==> src/rtl/sram_port_arbiter_if.sv <==
// Requester/SRAM bundle shared by sram_port_arbiter and its environment.
//   req_valid/req_we/req_lock : per-requester request qualifiers (NUM_REQ bits)
//   req_addr/req_wdata        : flattened per-requester address / write data
//   req_ready                 : one-hot grant back to requesters
//   rsp_valid/rsp_data        : one-hot read response tag and read data
//   sram_en/we/addr/wdata     : single-port SRAM command
//   sram_rdata                : SRAM registered read data
// Modports: slave = arbiter side, master = requesters + SRAM side.
interface sram_port_arbiter_if #(
  parameter int unsigned DATA_WIDTH = 32,
  parameter int unsigned N_ENTRIES  = 1024,
  parameter int unsigned NUM_REQ    = 4
);
  localparam int unsigned AW = $clog2(N_ENTRIES);

  logic [NUM_REQ-1:0]            req_valid;
  logic [NUM_REQ-1:0]            req_we;
  logic [NUM_REQ-1:0]            req_lock;
  logic [NUM_REQ*AW-1:0]         req_addr;
  logic [NUM_REQ*DATA_WIDTH-1:0] req_wdata;
  logic [NUM_REQ-1:0]            req_ready;
  logic [NUM_REQ-1:0]            rsp_valid;
  logic [DATA_WIDTH-1:0]         rsp_data;
  logic                          sram_en;
  logic                          sram_we;
  logic [AW-1:0]                 sram_addr;
  logic [DATA_WIDTH-1:0]         sram_wdata;
  logic [DATA_WIDTH-1:0]         sram_rdata;

  modport slave (
    input  req_valid, req_we, req_lock, req_addr, req_wdata, sram_rdata,
    output req_ready, rsp_valid, rsp_data, sram_en, sram_we, sram_addr, sram_wdata
  );

  modport master (
    output req_valid, req_we, req_lock, req_addr, req_wdata, sram_rdata,
    input  req_ready, rsp_valid, rsp_data, sram_en, sram_we, sram_addr, sram_wdata
  );
endinterface

==> src/rtl/sram_port_arbiter.sv <==
// Round-robin arbiter sharing one single-port SRAM between NUM_REQ requesters.
// Grants at most one beat per cycle (combinational grant), returns read data one
// cycle later tagged one-hot, and supports lock bursts of up to LOCK_MAX beats.
// Ports:
//   clk_i  : clock, rising edge
//   rst_ni : asynchronous active-low reset
//   bus    : sram_port_arbiter_if.slave (requests, grant, response, SRAM command)
// The interface instance must use the same DATA_WIDTH/N_ENTRIES/NUM_REQ.
module sram_port_arbiter #(
  parameter int unsigned DATA_WIDTH = 32,
  parameter int unsigned N_ENTRIES  = 1024,
  parameter int unsigned NUM_REQ    = 4,
  parameter int unsigned LOCK_MAX   = 8
) (
  input logic               clk_i,
  input logic               rst_ni,
  sram_port_arbiter_if.slave bus
);
  localparam int unsigned AW   = $clog2(N_ENTRIES);
  localparam int unsigned IdxW = $clog2(NUM_REQ);
  localparam int unsigned CntW = $clog2(LOCK_MAX + 1);

  typedef enum logic [0:0] {StArb, StLocked} state_e;

  state_e              state_q, state_d;
  logic [IdxW-1:0]     owner_q, owner_d;
  logic [IdxW-1:0]     last_q, last_d;
  logic [CntW-1:0]     beat_cnt_q, beat_cnt_d;
  logic [NUM_REQ-1:0]  rd_tag_q, rd_tag_d;

  logic                gnt_found;
  logic                own_gnt;
  logic [IdxW-1:0]     gnt_idx;
  logic [IdxW-1:0]     cand_idx;
  logic [CntW-1:0]     cnt_post;
  logic [NUM_REQ-1:0]  ready;

  // Grant selection: the owner wins while locked and valid; otherwise search
  // last+1, last+2, ... so the most recent winner has lowest priority.
  always_comb begin
    gnt_found = 1'b0;
    gnt_idx   = '0;
    cand_idx  = '0;
    own_gnt   = (state_q == StLocked) && bus.req_valid[owner_q];
    if (own_gnt) begin
      gnt_found = 1'b1;
      gnt_idx   = owner_q;
    end else begin
      for (int unsigned k = 1; k <= NUM_REQ; k++) begin
        cand_idx = IdxW'((32'(last_q) + k) % NUM_REQ);
        if (!gnt_found && bus.req_valid[cand_idx]) begin
          gnt_found = 1'b1;
          gnt_idx   = cand_idx;
        end
      end
    end
  end

  // SRAM command mux; idle drives zeros.
  always_comb begin
    ready          = '0;
    bus.sram_we    = 1'b0;
    bus.sram_addr  = '0;
    bus.sram_wdata = '0;
    if (gnt_found) begin
      ready[gnt_idx] = 1'b1;
      bus.sram_we    = bus.req_we[gnt_idx];
      bus.sram_addr  = bus.req_addr[32'(gnt_idx)*AW +: AW];
      bus.sram_wdata = bus.req_wdata[32'(gnt_idx)*DATA_WIDTH +: DATA_WIDTH];
    end
  end

  assign bus.req_ready = ready;
  assign bus.sram_en   = gnt_found;
  assign bus.rsp_valid = rd_tag_q;
  assign bus.rsp_data  = bus.sram_rdata;

  // Next-state: lock re-evaluated after every transfer; a cycle without a
  // grant always ends any lock (owner dropped valid, nobody else asked).
  always_comb begin
    state_d    = state_q;
    owner_d    = owner_q;
    last_d     = last_q;
    beat_cnt_d = beat_cnt_q;
    cnt_post   = '0;
    rd_tag_d   = ready & ~bus.req_we;
    if (gnt_found) begin
      last_d   = gnt_idx;
      cnt_post = own_gnt ? beat_cnt_q + CntW'(1) : CntW'(1);
      if (bus.req_lock[gnt_idx] && (cnt_post < CntW'(LOCK_MAX))) begin
        state_d    = StLocked;
        owner_d    = gnt_idx;
        beat_cnt_d = cnt_post;
      end else begin
        state_d    = StArb;
        beat_cnt_d = '0;
      end
    end else begin
      state_d    = StArb;
      beat_cnt_d = '0;
    end
  end

  always_ff @(posedge clk_i or negedge rst_ni) begin
    if (!rst_ni) begin
      state_q    <= StArb;
      owner_q    <= '0;
      last_q     <= IdxW'(NUM_REQ - 1);
      beat_cnt_q <= '0;
      rd_tag_q   <= '0;
    end else begin
      state_q    <= state_d;
      owner_q    <= owner_d;
      last_q     <= last_d;
      beat_cnt_q <= beat_cnt_d;
      rd_tag_q   <= rd_tag_d;
    end
  end
endmodule
==> src/flat_wrapper.sv <==
// flat-port wrapper written by rule: the top's interface ports become plain ports
module sram_port_arbiter_flat 
#(
  parameter int unsigned DATA_WIDTH = 32,
  parameter int unsigned N_ENTRIES  = 1024,
  parameter int unsigned NUM_REQ    = 4,
  parameter int unsigned LOCK_MAX   = 8
)
  (clk_i, rst_ni, bus_req_valid, bus_req_we, bus_req_lock, bus_req_addr, bus_req_wdata, bus_sram_rdata, bus_req_ready, bus_rsp_valid, bus_rsp_data, bus_sram_en, bus_sram_we, bus_sram_addr, bus_sram_wdata);
  sram_port_arbiter_if #(.DATA_WIDTH(DATA_WIDTH), .N_ENTRIES(N_ENTRIES), .NUM_REQ(NUM_REQ)) bus_i ();
  input logic clk_i;
  input logic rst_ni;
  input wire logic [$bits(bus_i.req_valid)-1:0] bus_req_valid;
  input wire logic [$bits(bus_i.req_we)-1:0] bus_req_we;
  input wire logic [$bits(bus_i.req_lock)-1:0] bus_req_lock;
  input wire logic [$bits(bus_i.req_addr)-1:0] bus_req_addr;
  input wire logic [$bits(bus_i.req_wdata)-1:0] bus_req_wdata;
  input wire logic [$bits(bus_i.sram_rdata)-1:0] bus_sram_rdata;
  output wire logic [$bits(bus_i.req_ready)-1:0] bus_req_ready;
  output wire logic [$bits(bus_i.rsp_valid)-1:0] bus_rsp_valid;
  output wire logic [$bits(bus_i.rsp_data)-1:0] bus_rsp_data;
  output wire logic [$bits(bus_i.sram_en)-1:0] bus_sram_en;
  output wire logic [$bits(bus_i.sram_we)-1:0] bus_sram_we;
  output wire logic [$bits(bus_i.sram_addr)-1:0] bus_sram_addr;
  output wire logic [$bits(bus_i.sram_wdata)-1:0] bus_sram_wdata;
  assign bus_i.req_valid = bus_req_valid;
  assign bus_i.req_we = bus_req_we;
  assign bus_i.req_lock = bus_req_lock;
  assign bus_i.req_addr = bus_req_addr;
  assign bus_i.req_wdata = bus_req_wdata;
  assign bus_i.sram_rdata = bus_sram_rdata;
  assign bus_req_ready = bus_i.req_ready;
  assign bus_rsp_valid = bus_i.rsp_valid;
  assign bus_rsp_data = bus_i.rsp_data;
  assign bus_sram_en = bus_i.sram_en;
  assign bus_sram_we = bus_i.sram_we;
  assign bus_sram_addr = bus_i.sram_addr;
  assign bus_sram_wdata = bus_i.sram_wdata;
  sram_port_arbiter #(.DATA_WIDTH(DATA_WIDTH), .N_ENTRIES(N_ENTRIES), .NUM_REQ(NUM_REQ), .LOCK_MAX(LOCK_MAX)) u_core (.clk_i(clk_i), .rst_ni(rst_ni), .bus(bus_i));
endmodule
==> config.mk <==
export PLATFORM = sky130hd
export DESIGN_NAME = sram_port_arbiter_flat
export DESIGN_NICKNAME = d
export VERILOG_FILES = /design/src/rtl/sram_port_arbiter_if.sv /design/src/rtl/sram_port_arbiter.sv /design/src/flat_wrapper.sv
export SDC_FILE = /design/constraint.sdc
export NUM_CORES = 1
export LEC_CHECK = 0
export CORE_AREA = 2 2 115 117
export CTS_CLUSTER_DIAMETER = 80
export DETAILED_ROUTE_END_ITERATION = 8
export DIE_AREA = 0 0 117 119
export PLACE_DENSITY = 0.66
export SYNTH_ARGS = -nofsm -noshare
export SYNTH_HDL_FRONTEND = slang
export SYNTH_SLANG_ARGS = --single-unit
==> constraint.sdc <==
create_clock -name clk_i -period 2.85 [get_ports clk_i]
set_input_delay 0.7125 -clock clk_i [delete_from_list [all_inputs] [get_ports clk_i]]
set_output_delay 0.7125 -clock clk_i [all_outputs]
set_load 0.02 [all_outputs]
Word level (Yosys, flattened, before mapping)
Index checks and enable logic that the tools add are counted.
- $add $sub $neg: 5
- multipliers: 1
- magnitude comparators: 8
- shift operators: 2
- mux-type cells: 38
- bitwise logic cells: 2
- reduce and logical (&&, ||, !) cells: 10
- operators by type and width (cell ; count):
    $shiftx A128 B8 Y32 ; 1
    $shiftx A40 B7 Y10 ; 1
    $mux W32 ; 1
    $mux W1 ; 19
    $lt A2 B3 Y1 const B ; 6
    $mux W4 ; 4
    $bmux W1 S2 ; 7
    $mux W10 ; 1
    $mux W2 ; 5
    $logic_and A1 B1 Y1 ; 6
    $mul A2 B3 Y5 const B ; 1
    $add A2 B1 Y2 const B ; 2
    $add A2 B2 Y2 const B ; 2
    $add A4 B1 Y4 const B ; 1
    $and A4 B4 Y4 ; 1
    $lt A4 B4 Y1 const B ; 1
    $not A4 Y4 ; 1
    $logic_not A1 Y1 ; 3
    $demux W1 S2 ; 1
    $ge A2 B1 Y1 const B ; 1
    $reduce_and A2 Y1 ; 1
- register bits: 13
- output and inout port bits: 84

Longest topological paths before layout
Gate-level depths: netlist of the first run.
- depth after elaboration: 23
- gate-level depth with buffers: 8

Worst setup path before layout of the first run
OpenSTA, ideal clock, no wires.
- path type: in2out
- from: input bus_req_valid[3]
- to: output bus_sram_addr[4]
- arrival: 2.372 ns
- slack: -0.234 ns
- stages: 7
- path buffers: 2
- path through: mux2i_1 -> o22ai_2 -> o31ai_2 -> buf_6 -> buf_8 -> mux4_2 -> and2_1
- cells in the longest elaborated chain, start to end: 19
- ends and longest elaborated chain (element ; line ; RTL):
    from (decl) ; flat_wrapper.sv:13 ; input wire logic [$bits(bus_i.req_valid)-1:0] bus_req_valid;
    $bmux W1 S2 ; sram_port_arbiter.sv:51 ; if (!gnt_found && bus.req_valid[cand_idx]) begin
    $mux W1 (not written as such) ; sram_port_arbiter.sv:51 ;
    $mux W1 ; sram_port_arbiter.sv:51 ;
    $mux W1 ; sram_port_arbiter.sv:45 ; if (own_gnt) begin
    $logic_not A1 Y1 ; sram_port_arbiter.sv:51 ;
    $logic_and A1 B1 Y1 ; sram_port_arbiter.sv:51 ;
    $mux W1 ; sram_port_arbiter.sv:51 ;
    $mux W1 ; sram_port_arbiter.sv:45 ;
    [3 not listed] ; -- ;
    $mux W1 ; sram_port_arbiter.sv:45 ;
    $logic_not A1 Y1 ; sram_port_arbiter.sv:51 ;
    $logic_and A1 B1 Y1 ; sram_port_arbiter.sv:51 ;
    $mux W2 ; sram_port_arbiter.sv:51 ;
    $mux W2 ; sram_port_arbiter.sv:45 ;
    $mul A2 B3 Y5 ; sram_port_arbiter.sv:68 ; bus.sram_addr = bus.req_addr[32'(gnt_idx)*AW +: AW];
    $shiftx A40 B7 Y10 ; sram_port_arbiter.sv:68 ;
    $mux W10 * ; sram_port_arbiter.sv:65 ; if (gnt_found) begin
    to (decl) ; flat_wrapper.sv:24 ; output wire logic [$bits(bus_i.sram_addr)-1:0] bus_sram_addr;
Every way passes the cells marked *; elsewhere a longest branch is shown, timed or not. The select of a mux whose other input is x is not followed.

Worst setup path in the final report of the first run
- from: input bus_req_valid[1]
- to: output bus_sram_wdata[29]
- cells in the longest elaborated chain, start to end: 18
- ends and longest elaborated chain (element ; line ; RTL):
    $bmux W1 S2 ; sram_port_arbiter.sv:51 ;
    $mux W1 (not written as such) ; sram_port_arbiter.sv:51 ;
    $mux W1 ; sram_port_arbiter.sv:51 ;
    $mux W1 ; sram_port_arbiter.sv:45 ;
    $logic_not A1 Y1 ; sram_port_arbiter.sv:51 ;
    $logic_and A1 B1 Y1 ; sram_port_arbiter.sv:51 ;
    $mux W1 ; sram_port_arbiter.sv:51 ;
    $mux W1 ; sram_port_arbiter.sv:45 ;
    [2 not listed] ; -- ;
    $mux W1 ; sram_port_arbiter.sv:51 ;
    $mux W1 ; sram_port_arbiter.sv:45 ;
    $logic_not A1 Y1 ; sram_port_arbiter.sv:51 ;
    $logic_and A1 B1 Y1 ; sram_port_arbiter.sv:51 ;
    $mux W2 ; sram_port_arbiter.sv:51 ;
    $mux W2 ; sram_port_arbiter.sv:45 ;
    $shiftx A128 B8 Y32 ; sram_port_arbiter.sv:69 ; bus.sram_wdata = bus.req_wdata[32'(gnt_idx)*DATA_WIDTH +: DATA_WIDTH];
    $mux W32 * ; sram_port_arbiter.sv:65 ;
    to (decl) ; flat_wrapper.sv:25 ; output wire logic [$bits(bus_i.sram_wdata)-1:0] bus_sram_wdata;
Marks and branches as above.

==> tab_implementation.tex, run 1 <==
\begin{tabular}{lr}
\hline
Metric & Value \\
\hline
\multicolumn{2}{l}{\textbf{Critical path}} \\
Data arrival time of the critical path & 2.57 ns \\
Worst reg2reg path endpoint & u\_core.owner\_q[0]\$\_DFFE\_PN0P\_ \\
Largest fanout on the critical path & 6 \\
Number of cells on the worst reg-to-reg path & 12 \\
Worst flop-to-flop path startpoint & u\_core.last\_q[0]\$\_DFFE\_PN1P\_ \\
Category of the worst setup path launch point & input pin \\
Class of the most critical setup path & in2out \\
Worst setup EP type & primary output \\
Flop-to-flop setup slack & 0.09 ns \\
Required time worst endpoint & 2.14 ns \\
\multicolumn{2}{l}{\textbf{Final layout}} \\
Proportion of layout cells with a drive suffix above 1 & 42.1\% \\
FILL cells & 1260 \\
Register area & 329 um2 \\
Total Nets Final & 644 \\
Area added between synthesis and finish & 118\% \\
Area used by multi-input combinational logic & 1780 um2 \\
\multicolumn{2}{l}{\textbf{Placement}} \\
Detail Placement HPWL & 9600 um \\
Final RePlAce weighted congestion & 0.880 \\
Buffers on Ports & 233 \\
\multicolumn{2}{l}{\textbf{Routing}} \\
Post-DR vias/cell & 4.34 \\
Via total after detailed routing & 2623 \\
Router iterations before antenna repair & 4 \\
Routed wire per std cell & 19.3 um \\
Initial DRC count & 80 \\
DRT antenna net count & 0 \\
Aggregate routed wire length & 11600 um \\
DRC violation count after routing & 0 \\
\multicolumn{2}{l}{\textbf{Yosys}} \\
Mean area per synthesized cell & 11.5 um2 \\
Post-synth EDFFs & 0 \\
Ranking of synthesized cells by area & sky130\_fd\_sc\_hd\_\_mux4\_2 (42\%), sky130\_fd\_sc\_hd\_\_and2\_1 (12\%), sky130\_fd\_sc\_hd\_\_dfrtp\_1 (12\%) \\
Distinct cells, synth & 34 \\
Synthesis warning total & 0 \\
Post-synthesis register bit count & 13 \\
Share of async-settable or async-resettable flops after synthesis & 100\% \\
Number of nets produced by synthesis & 419 \\
Sequential cell area fraction in the yosys report & 14.0\% \\
Netlist Area Pre-Place & 2340 um2 \\
Instance count of the mapped netlist & 204 \\
Share of Yosys cell area claimed by the top area cell type & 42.3\% \\
Post-synthesis cell type with the largest combined area & sky130\_fd\_sc\_hd\_\_mux4\_2 \\
Flip-flop cell with the highest count after synthesis & sky130\_fd\_sc\_hd\_\_dfrtp\_1 \\
\multicolumn{2}{l}{\textbf{Clocking}} \\
CTS Root Buffer Type & sky130\_fd\_sc\_hd\_\_clkbuf\_16 \\
Clock insertion delay at the later pin of the skew report & 0.24 ns \\
Clk pin slew, worst setup/hold paths & 0.04 ns \\
CTS sink cnt & 13 \\
CTS buffer count & 3 \\
CTS tree & built \\
Number of buffers between clock root and the deepest sink & 2 \\
H-Tree Level Count & 1 \\
\multicolumn{2}{l}{\textbf{GRT}} \\
Remaining global-route overflow & 0 \\
Most heavily used metal layer in global routing & met2 \\
Initial antenna violation count & 1 \\
Global routing usage on met1 & 18.2\% \\
Global-route met3 utilization & 3.61\% \\
Global router's overall resource usage & 15.7\% \\
Met2 usage & 28.9\% \\
Number of global-route vias before repair & 2922 \\
Pin count of the biggest net entering global routing & 25 \\
Wire length of the first global-routing pass & 16800 um \\
\multicolumn{2}{l}{\textbf{Worst hold path}} \\
Kind of path behind the tightest hold check & reg2reg \\
Cell depth of the worst hold path & 1 \\
WHS Endpoint & u\_core.beat\_cnt\_q[0]\$\_DFF\_PN0\_ \\
Launch point of the worst hold path & u\_core.beat\_cnt\_q[0]\$\_DFF\_PN0\_ \\
\multicolumn{2}{l}{\textbf{Floorplanning}} \\
Die Height & 119 um \\
Area of the die & 13900 um2 \\
Count of boundary I/O pins & 298 \\
Core Area & 12900 um2 \\
Overall die width & 117 um \\
Initial core utilization & 18.2\% \\
Std cell rows & 42 \\
\multicolumn{2}{l}{\textbf{Timing}} \\
Share of the cycle needed by the critical path after routing & 115\% \\
Count of pins over their slew limit & 0 \\
Setup repair after global routing missed its margin & yes \\
Endpoints failing hold & 0 \\
Setup TNS & -17.14 ns \\
Relative slew slack & 60.0\% \\
Minimum clock period after layout & 3.28 ns \\
Final setup violation count & 47 \\
Maximum clock frequency & 304 MHz \\
Maximum clock skew at final layout & 0.00352 ns \\
Final setup margin & -0.435 ns \\
Transition at the pin with the smallest max-transition slack & 0.597 ns \\
\multicolumn{2}{l}{\textbf{Outcome}} \\
Result of the run & finished, violations left \\
Violated checks & setup timing \\
\multicolumn{2}{l}{\textbf{Power and ir drop}} \\
Power per unit of standard cell area & 1070 nW/um2 \\
Leakage Power & 2.01 nW \\
Total Power Consumption & 5.47 mW \\
Worst VDD drop & 0.512 mV \\
\multicolumn{2}{l}{\textbf{Job}} \\
Count of max-cap constraint violations & 0 \\
\hline
\end{tabular}
-- kinds of logic after synthesis --
family	Yosys count	share of synthesized area (%)
AO/OA/AOI/OAI	13	4.49
flip-flops	13	14.0
buffers and inverters	51	15.5
multiplexers	49	44.6
adder cells (fa/ha/maj)	1	0.534
other	1	0.160
AND/OR/NAND/NOR	74	19.9
XOR/XNOR	2	0.748
-- flip-flops by register name, indices dropped and copies added (netlist names) --
signal / cells
u_core.beat_cnt_q: 4
u_core.owner_q: 2
u_core.last_q: 2
u_core.bus.rsp_valid: 4
u_core.state_q: 1
-- power breakdown --
| part | switching, mW | leakage (nW) | total [mW] | internal (mW) |
|---|---|---|---|---|
| registers | 0.0555 | 0.163 | 0.319 | 0.263 |
| logic | 2.06 | 1.81 | 4.89 | 2.83 |
| clock network | 0.0739 | 0.0382 | 0.262 | 0.188 |
| total | 2.18 | 2.01 | 5.47 | 3.28 |
-- Yosys cell counts, drive strengths merged (2+ instances only) --
cell,n
nand3,2
mux2,3
nor3,4
dfrtp,11
nand2b,5
nand2,4
a21oi,6
inv,5
clkbuf,4
nor4,4
mux4,44
and2,45
nor2b,2
buf,42
nor2,8
dfstp,2
mux2i,2
-- worst max-delay path: stages --
cell,delay [ns]
sky130_fd_sc_hd__buf_8,0.11
sky130_fd_sc_hd__a21oi_1,0.20
sky130_fd_sc_hd__a21oi_2,0.08
sky130_fd_sc_hd__o31ai_4,0.26
sky130_fd_sc_hd__buf_6,0.16
sky130_fd_sc_hd__buf_12,0.12
sky130_fd_sc_hd__buf_16,0.12
sky130_fd_sc_hd__mux4_2,0.51
sky130_fd_sc_hd__and2_4,0.17
sky130_fd_sc_hd__buf_6,0.12
-- metal layers --
metal	part of all wire (%)	wire, um
met1	37	4320
met2	52	6010
met3	9.7	1130
met4	1.6	185
met5	0	0
-- area by class of cell --
cell class / instances / area share (%)
Inverter: 5 / 0.368
Clock buffer: 4 / 1.54
Antenna cell: 1 / 0.0490
Multi-Input combinational cell: 140 / 34.9
Timing Repair Buffer: 266 / 52.4
Sequential cell: 13 / 6.45
Tap cell: 176 / 4.32
-- cell usage in the layout (no fill, tap or decap), types with 4 or more instances in the layout --
master,n
sky130_fd_sc_hd__nor2_1,8
sky130_fd_sc_hd__buf_4,20
sky130_fd_sc_hd__buf_12,6
sky130_fd_sc_hd__and2_1,13
sky130_fd_sc_hd__dfrtp_1,10
sky130_fd_sc_hd__buf_16,4
sky130_fd_sc_hd__nand2b_1,5
sky130_fd_sc_hd__buf_2,22
sky130_fd_sc_hd__buf_6,31
sky130_fd_sc_hd__clkdlybuf4s50_1,181
sky130_fd_sc_hd__a21oi_1,4
sky130_fd_sc_hd__inv_1,5
sky130_fd_sc_hd__and2_4,32
sky130_fd_sc_hd__mux4_2,44
-- timing repair --
item	4_1_cts	5_1_grt
cloned	6	0
setup buffers	8	2
hold buffers	0	0
pin swaps	4	5
endpoints found under the setup margin	54	49
resized for setup	287	7
-- metrics by stage --
step           setup slack (ns)  std cells  cell area [um2]  hold slack (ns)  utilization, %
4_1_cts                  -0.482        604             5130            0.495            39.8
3_3_place_gp              -1.44        586             4840            0.466            37.6
2_1_floorplan            -0.177        204             2430            0.417               -
5_1_grt                  -0.491        605             5100            0.527            39.6
6_report                 -0.435        605             5100            0.499            39.6
3_5_place_dp              -1.42        586             4840            0.483            37.6
-- worst max path at each step --
stage / from / to / cells past startpoint
after floorplan: bus_req_valid[1] / bus_sram_wdata[10] / 7
after global placement: bus_req_valid[1] / bus_sram_wdata[7] / 8
after detailed placement: bus_req_valid[0] / bus_sram_addr[0] / 8
after CTS: bus_req_valid[1] / bus_sram_addr[0] / 10
after global routing: bus_req_valid[3] / bus_sram_wdata[29] / 11
final: bus_req_valid[1] / bus_sram_wdata[29] / 10
No activity file was read; power rests on OpenSTA's default activity.
==> inputs of run 2 (changes only) <==
--- a/config.mk
+++ b/config.mk
@@ -5,11 +5,14 @@
 export SDC_FILE = /design/constraint.sdc
 export NUM_CORES = 1
 export LEC_CHECK = 0
-export CORE_AREA = 2 2 115 117
+export ABC_AREA = 1
+export CORE_AREA = 2 2 117 119
 export CTS_CLUSTER_DIAMETER = 80
 export DETAILED_ROUTE_END_ITERATION = 8
-export DIE_AREA = 0 0 117 119
+export DIE_AREA = 0 0 119 121
 export PLACE_DENSITY = 0.66
+export SLEW_MARGIN = 25
 export SYNTH_ARGS = -nofsm -noshare
 export SYNTH_HDL_FRONTEND = slang
 export SYNTH_SLANG_ARGS = --single-unit
+export TNS_END_PERCENT = 100
==> run 2 against run 1 <==
The flow still finishes with violations (setup timing). Critical path depth rose by 7. Area after synthesis rose by 12%. Clock skew barely moved. Count of clock-buffer cells in the layout did not move. Final area rose by 52%.
==> tab_implementation.tex, run 2 <==
\begin{tabular}{lr}
\hline
Metric & Value \\
\hline
\multicolumn{2}{l}{\textbf{Routing}} \\
Post-Route M1 WL & 7230 um (+67\%) \\
Post-DR vias/cell & 4.73 (+9.0\%) \\
Amount of wire on met3 after detailed routing & 916 um (-19\%) \\
Router iterations before antenna repair & 4 (unchanged) \\
Aggregate routed wire length & 17800 um (+53\%) \\
Routed wire per std cell & 18.7 um (-2.8\%) \\
DRC violation count after routing & 0 (unchanged) \\
DRT antenna net count & 0 (unchanged) \\
Highest routed layer & met4 \\
Via total after detailed routing & 4494 (+71\%) \\
Initial DRC count & 233 (+190\%) \\
Total length of routed met2 wires & 9220 um (+53\%) \\
\multicolumn{2}{l}{\textbf{Yosys}} \\
Mean area per synthesized cell & 5.21 um2 (-55\%) \\
Sequential cell area fraction in the yosys report & 12.5\% (-1.5 points) \\
Post-synthesis cell type with the largest combined area & sky130\_fd\_sc\_hd\_\_nand2\_1 \\
Netlist Area Pre-Place & 2630 um2 (+12\%) \\
Ranking of synthesized cells by area & sky130\_fd\_sc\_hd\_\_nand2\_1 (39\%), sky130\_fd\_sc\_hd\_\_buf\_4 (12\%), sky130\_fd\_sc\_hd\_\_nand3\_1 (11\%) \\
Post-synth top cells & sky130\_fd\_sc\_hd\_\_nand2\_1 (271), sky130\_fd\_sc\_hd\_\_nand3\_1 (56), sky130\_fd\_sc\_hd\_\_a31oi\_1 (43) \\
Synthesis warning total & 0 (unchanged) \\
Instance count of the mapped netlist & 504 (+150\%) \\
Most instantiated library cell after synthesis & sky130\_fd\_sc\_hd\_\_nand2\_1 \\
Number of nets produced by synthesis & 719 (+72\%) \\
Post-synth EDFFs & 0 (unchanged) \\
Distinct cells, synth & 29 (-15\%) \\
Share of async-settable or async-resettable flops after synthesis & 100\% (unchanged) \\
Share of Yosys cell area claimed by the top area cell type & 38.7\% (-3.6 points) \\
Flip-flop cell with the highest count after synthesis & sky130\_fd\_sc\_hd\_\_dfrtp\_1 \\
Post-synthesis register bit count & 13 (unchanged) \\
\multicolumn{2}{l}{\textbf{Worst hold path}} \\
Kind of path behind the tightest hold check & reg2reg \\
\multicolumn{2}{l}{\textbf{Final layout}} \\
Total Nets Final & 991 (+54\%) \\
Area added between synthesis and finish & 195\% \\
Cell area after layout & 7740 um2 (+52\%) \\
Antenna Cells & 0 (-1) \\
Most frequent standard cell in the layout excluding fill and tap cells & sky130\_fd\_sc\_hd\_\_clkdlybuf4s50\_1 \\
Commonest cells after routing, fill and taps aside & sky130\_fd\_sc\_hd\_\_clkdlybuf4s50\_1 (181), sky130\_fd\_sc\_hd\_\_nand2\_1 (142), sky130\_fd\_sc\_hd\_\_nand2\_2 (112) \\
Proportion of layout cells with a drive suffix above 1 & 50.3\% (+8.3 points) \\
Final non-filler cell total & 951 (+57\%) \\
\multicolumn{2}{l}{\textbf{Timing}} \\
Endpoints failing hold & 0 (unchanged) \\
Relative slew slack & 61.5\% (+1.4 points) \\
Final setup violation count & 47 (unchanged) \\
Final setup margin & -0.464 ns (-0.0291 ns) \\
Count of pins over their slew limit & 0 (unchanged) \\
Setup repair after global routing missed its margin & yes \\
Maximum clock frequency & 302 MHz (-0.88\%) \\
Maximum clock skew at final layout & 0.00305 ns (-0.000474 ns) \\
Share of the cycle needed by the critical path after routing & 116\% (+1.0 points) \\
Transition at the pin with the smallest max-transition slack & 0.576 ns (-0.0214 ns) \\
Minimum clock period after layout & 3.31 ns (+0.0291 ns) \\
\multicolumn{2}{l}{\textbf{Clocking}} \\
CTS tree & built \\
H-Tree Level Count & 1 (unchanged) \\
Clock insertion delay at the later pin of the skew report & 0.24 ns (about the same) \\
CTS Root Buffer Type & sky130\_fd\_sc\_hd\_\_clkbuf\_16 \\
CTS buffer count & 3 (unchanged) \\
Clk pin slew, worst setup/hold paths & 0.04 ns (about the same) \\
CTS sink cnt & 13 (unchanged) \\
Number of buffers between clock root and the deepest sink & 2 (unchanged) \\
\multicolumn{2}{l}{\textbf{GRT}} \\
Remaining global-route overflow & 0 (unchanged) \\
Number of global-route vias before repair & 4393 (+50\%) \\
Wire length of the first global-routing pass & 23700 um (+41\%) \\
Pin count of the biggest net entering global routing & 51 (+100\%) \\
Global router's overall resource usage & 21.1\% (+5.4 points) \\
Initial antenna violation count & 0 (-1) \\
\multicolumn{2}{l}{\textbf{Critical path}} \\
CP top delay family & simple AND/OR/NAND/NOR gates \\
Worst path max stage delay & 0.60 ns (+0.09 ns) \\
Category of the worst setup path launch point & flip-flop \\
Data arrival time of the critical path & 2.60 ns (+0.03 ns) \\
Buffers \& Inverters on Critical Path & 5 (unchanged) \\
Slowest CP cell & sky130\_fd\_sc\_hd\_\_dfstp\_2 \\
Worst setup EP type & primary output \\
Largest fanout on the critical path & 7 (+1) \\
Required time worst endpoint & 2.14 ns (about the same) \\
Cell Chain, Critical Path & buf\_6 > nand2\_2 > nand2\_4 > nand2\_1 > nand2\_2 > nand2\_2 > nand2\_1 > nand2\_1 > nand2\_2 > nand2\_4 > nand2\_8 > buf\_12 > buf\_12 > buf\_16 > nand2\_1 > a31oi\_4 > buf\_6 \\
Class of the most critical setup path & reg2out \\
\multicolumn{2}{l}{\textbf{Floorplanning}} \\
Count of boundary I/O pins & 298 (unchanged) \\
Initial core utilization & 20.1\% (+1.9 points) \\
Overall die width & 119 um (+1.7\%) \\
Core Area & 13100 um2 (+1.6\%) \\
Die Height & 121 um (+1.7\%) \\
Std cell rows & 42 (unchanged) \\
Area of the die & 14400 um2 (+3.4\%) \\
\multicolumn{2}{l}{\textbf{Placement}} \\
Instance area after placement & 5760 um2 (+19\%) \\
Final RePlAce weighted congestion & 0.911 (+3.5\%) \\
Detail Placement HPWL & 9690 um (+0.91\%) \\
Count of placed standard cells including taps & 885 (+51\%) \\
Buffers on Ports & 233 (unchanged) \\
\multicolumn{2}{l}{\textbf{Outcome}} \\
Violated checks & setup timing \\
Result of the run & finished, violations left \\
\multicolumn{2}{l}{\textbf{Job}} \\
Count of max-cap constraint violations & 0 (unchanged) \\
\hline
\end{tabular}
## run 2: final timing paths
path / startpoint / to / slack (ns) / cells past startpoint
max: u_core.last_q[0]$_DFFE_PN1P_ / bus_sram_wdata[3] / -0.46 / 17
min: u_core.owner_q[0]$_DFFE_PN0P_ / u_core.owner_q[0]$_DFFE_PN0P_ / 0.58 / 2
max reg2reg: u_core.last_q[0]$_DFFE_PN1P_ / u_core.owner_q[1]$_DFFE_PN0P_ / 0.10 / 21
min reg2reg: u_core.owner_q[0]$_DFFE_PN0P_ / u_core.owner_q[0]$_DFFE_PN0P_ / 0.58 / 2
max in group asynchronous: rst_ni / u_core.state_q$_DFF_PN0_ / 1.63 / 1
min in group asynchronous: rst_ni / u_core.bus.rsp_valid[1]$_DFF_PN0_ / 0.85 / 1
## run 2: worst register-to-register path, stage by stage (launching register included)
cell	delay (ns)
sky130_fd_sc_hd__dfstp_2	0.60
sky130_fd_sc_hd__inv_4	0.08
sky130_fd_sc_hd__nand2_1	0.06
sky130_fd_sc_hd__nand2_1	0.09
sky130_fd_sc_hd__nand2_1	0.11
sky130_fd_sc_hd__nand2_2	0.08
sky130_fd_sc_hd__nand2_2	0.09
sky130_fd_sc_hd__nand2_1	0.06
sky130_fd_sc_hd__nand2_1	0.08
sky130_fd_sc_hd__nand2_2	0.06
sky130_fd_sc_hd__nand2_4	0.09
sky130_fd_sc_hd__nand2_8	0.08
sky130_fd_sc_hd__buf_12	0.15
sky130_fd_sc_hd__buf_12	0.15
sky130_fd_sc_hd__clkbuf_16	0.17
sky130_fd_sc_hd__buf_4	0.14
sky130_fd_sc_hd__nand2_1	0.06
sky130_fd_sc_hd__nand3_1	0.10
sky130_fd_sc_hd__nand2_2	0.11
sky130_fd_sc_hd__nand3_2	0.11
sky130_fd_sc_hd__nand2_1	0.09
sky130_fd_sc_hd__nand2_1	0.06
## run 2: layout make-up
type	count	area, um2
clock buffers	4	78.8
fillers	1085	5350
inverters	21	96.3
multi-input cells	403	3120
flip-flops and latches	13	328
well taps	176	220
repair buffers	334	3900
## run 2: routing by layer
metal | GRT usage (%) | vias up
met5 | 0 | -
met4 | 4.69 | 0
met3 | 3.67 | 32
met2 | 39.4 | 185
met1 | 25.0 | 2120
li1 | - | 2157
## run 2: repair_timing
item | 4_1_cts | 5_1_grt
setup endpoints to repair | 48 | 52
cloned | 18 | 10
hold buffers | 0 | 0
pin swaps | 31 | 35
gates resized for setup | 450 | 102
setup buffers | 25 | 12
## run 2: logic make-up (layout without fill, tap and decap cells)
group	Yosys count	after routing	share of synthesized area, %
compound gates	50	50	11.6
simple gates	350	350	54.8
other cells	1	1	0.143
xor+xnor	1	1	0.334
fa+ha+maj	1	1	0.476
flops	13	13	12.5
buf+inv	88	359	20.2
## run 2: metrics by stage
stage	utilization [%]	TNS [ns]	setup WS [ns]	hold WS (ns)
detailed placement	44.0	-53.78	-1.19	0.559
global placement	44.0	-53.47	-1.19	0.552
finish	59.1	-19.28	-0.464	0.580
CTS	54.4	-17.25	-0.436	0.568
floorplan	-	0	0.00408	0.417
global route	59.1	-24.66	-0.578	0.595
Power of run 2 is left out: the tool's default activity adds up to more than one toggle a clock period on the data nets, which glitch-free logic cannot reach.
==> inputs of run 3 (changes only) <==
--- a/config.mk
+++ b/config.mk
@@ -10,6 +10,7 @@
 export CTS_CLUSTER_DIAMETER = 80
 export DETAILED_ROUTE_END_ITERATION = 8
 export DIE_AREA = 0 0 119 121
+export GPL_ROUTABILITY_DRIVEN = 0
 export PLACE_DENSITY = 0.66
 export SLEW_MARGIN = 25
 export SYNTH_ARGS = -nofsm -noshare
==> results of run 3 <==
No change in the layout: final DEF, timing and power equal those of run 2.
Power of run 3 is left out for the same reason.
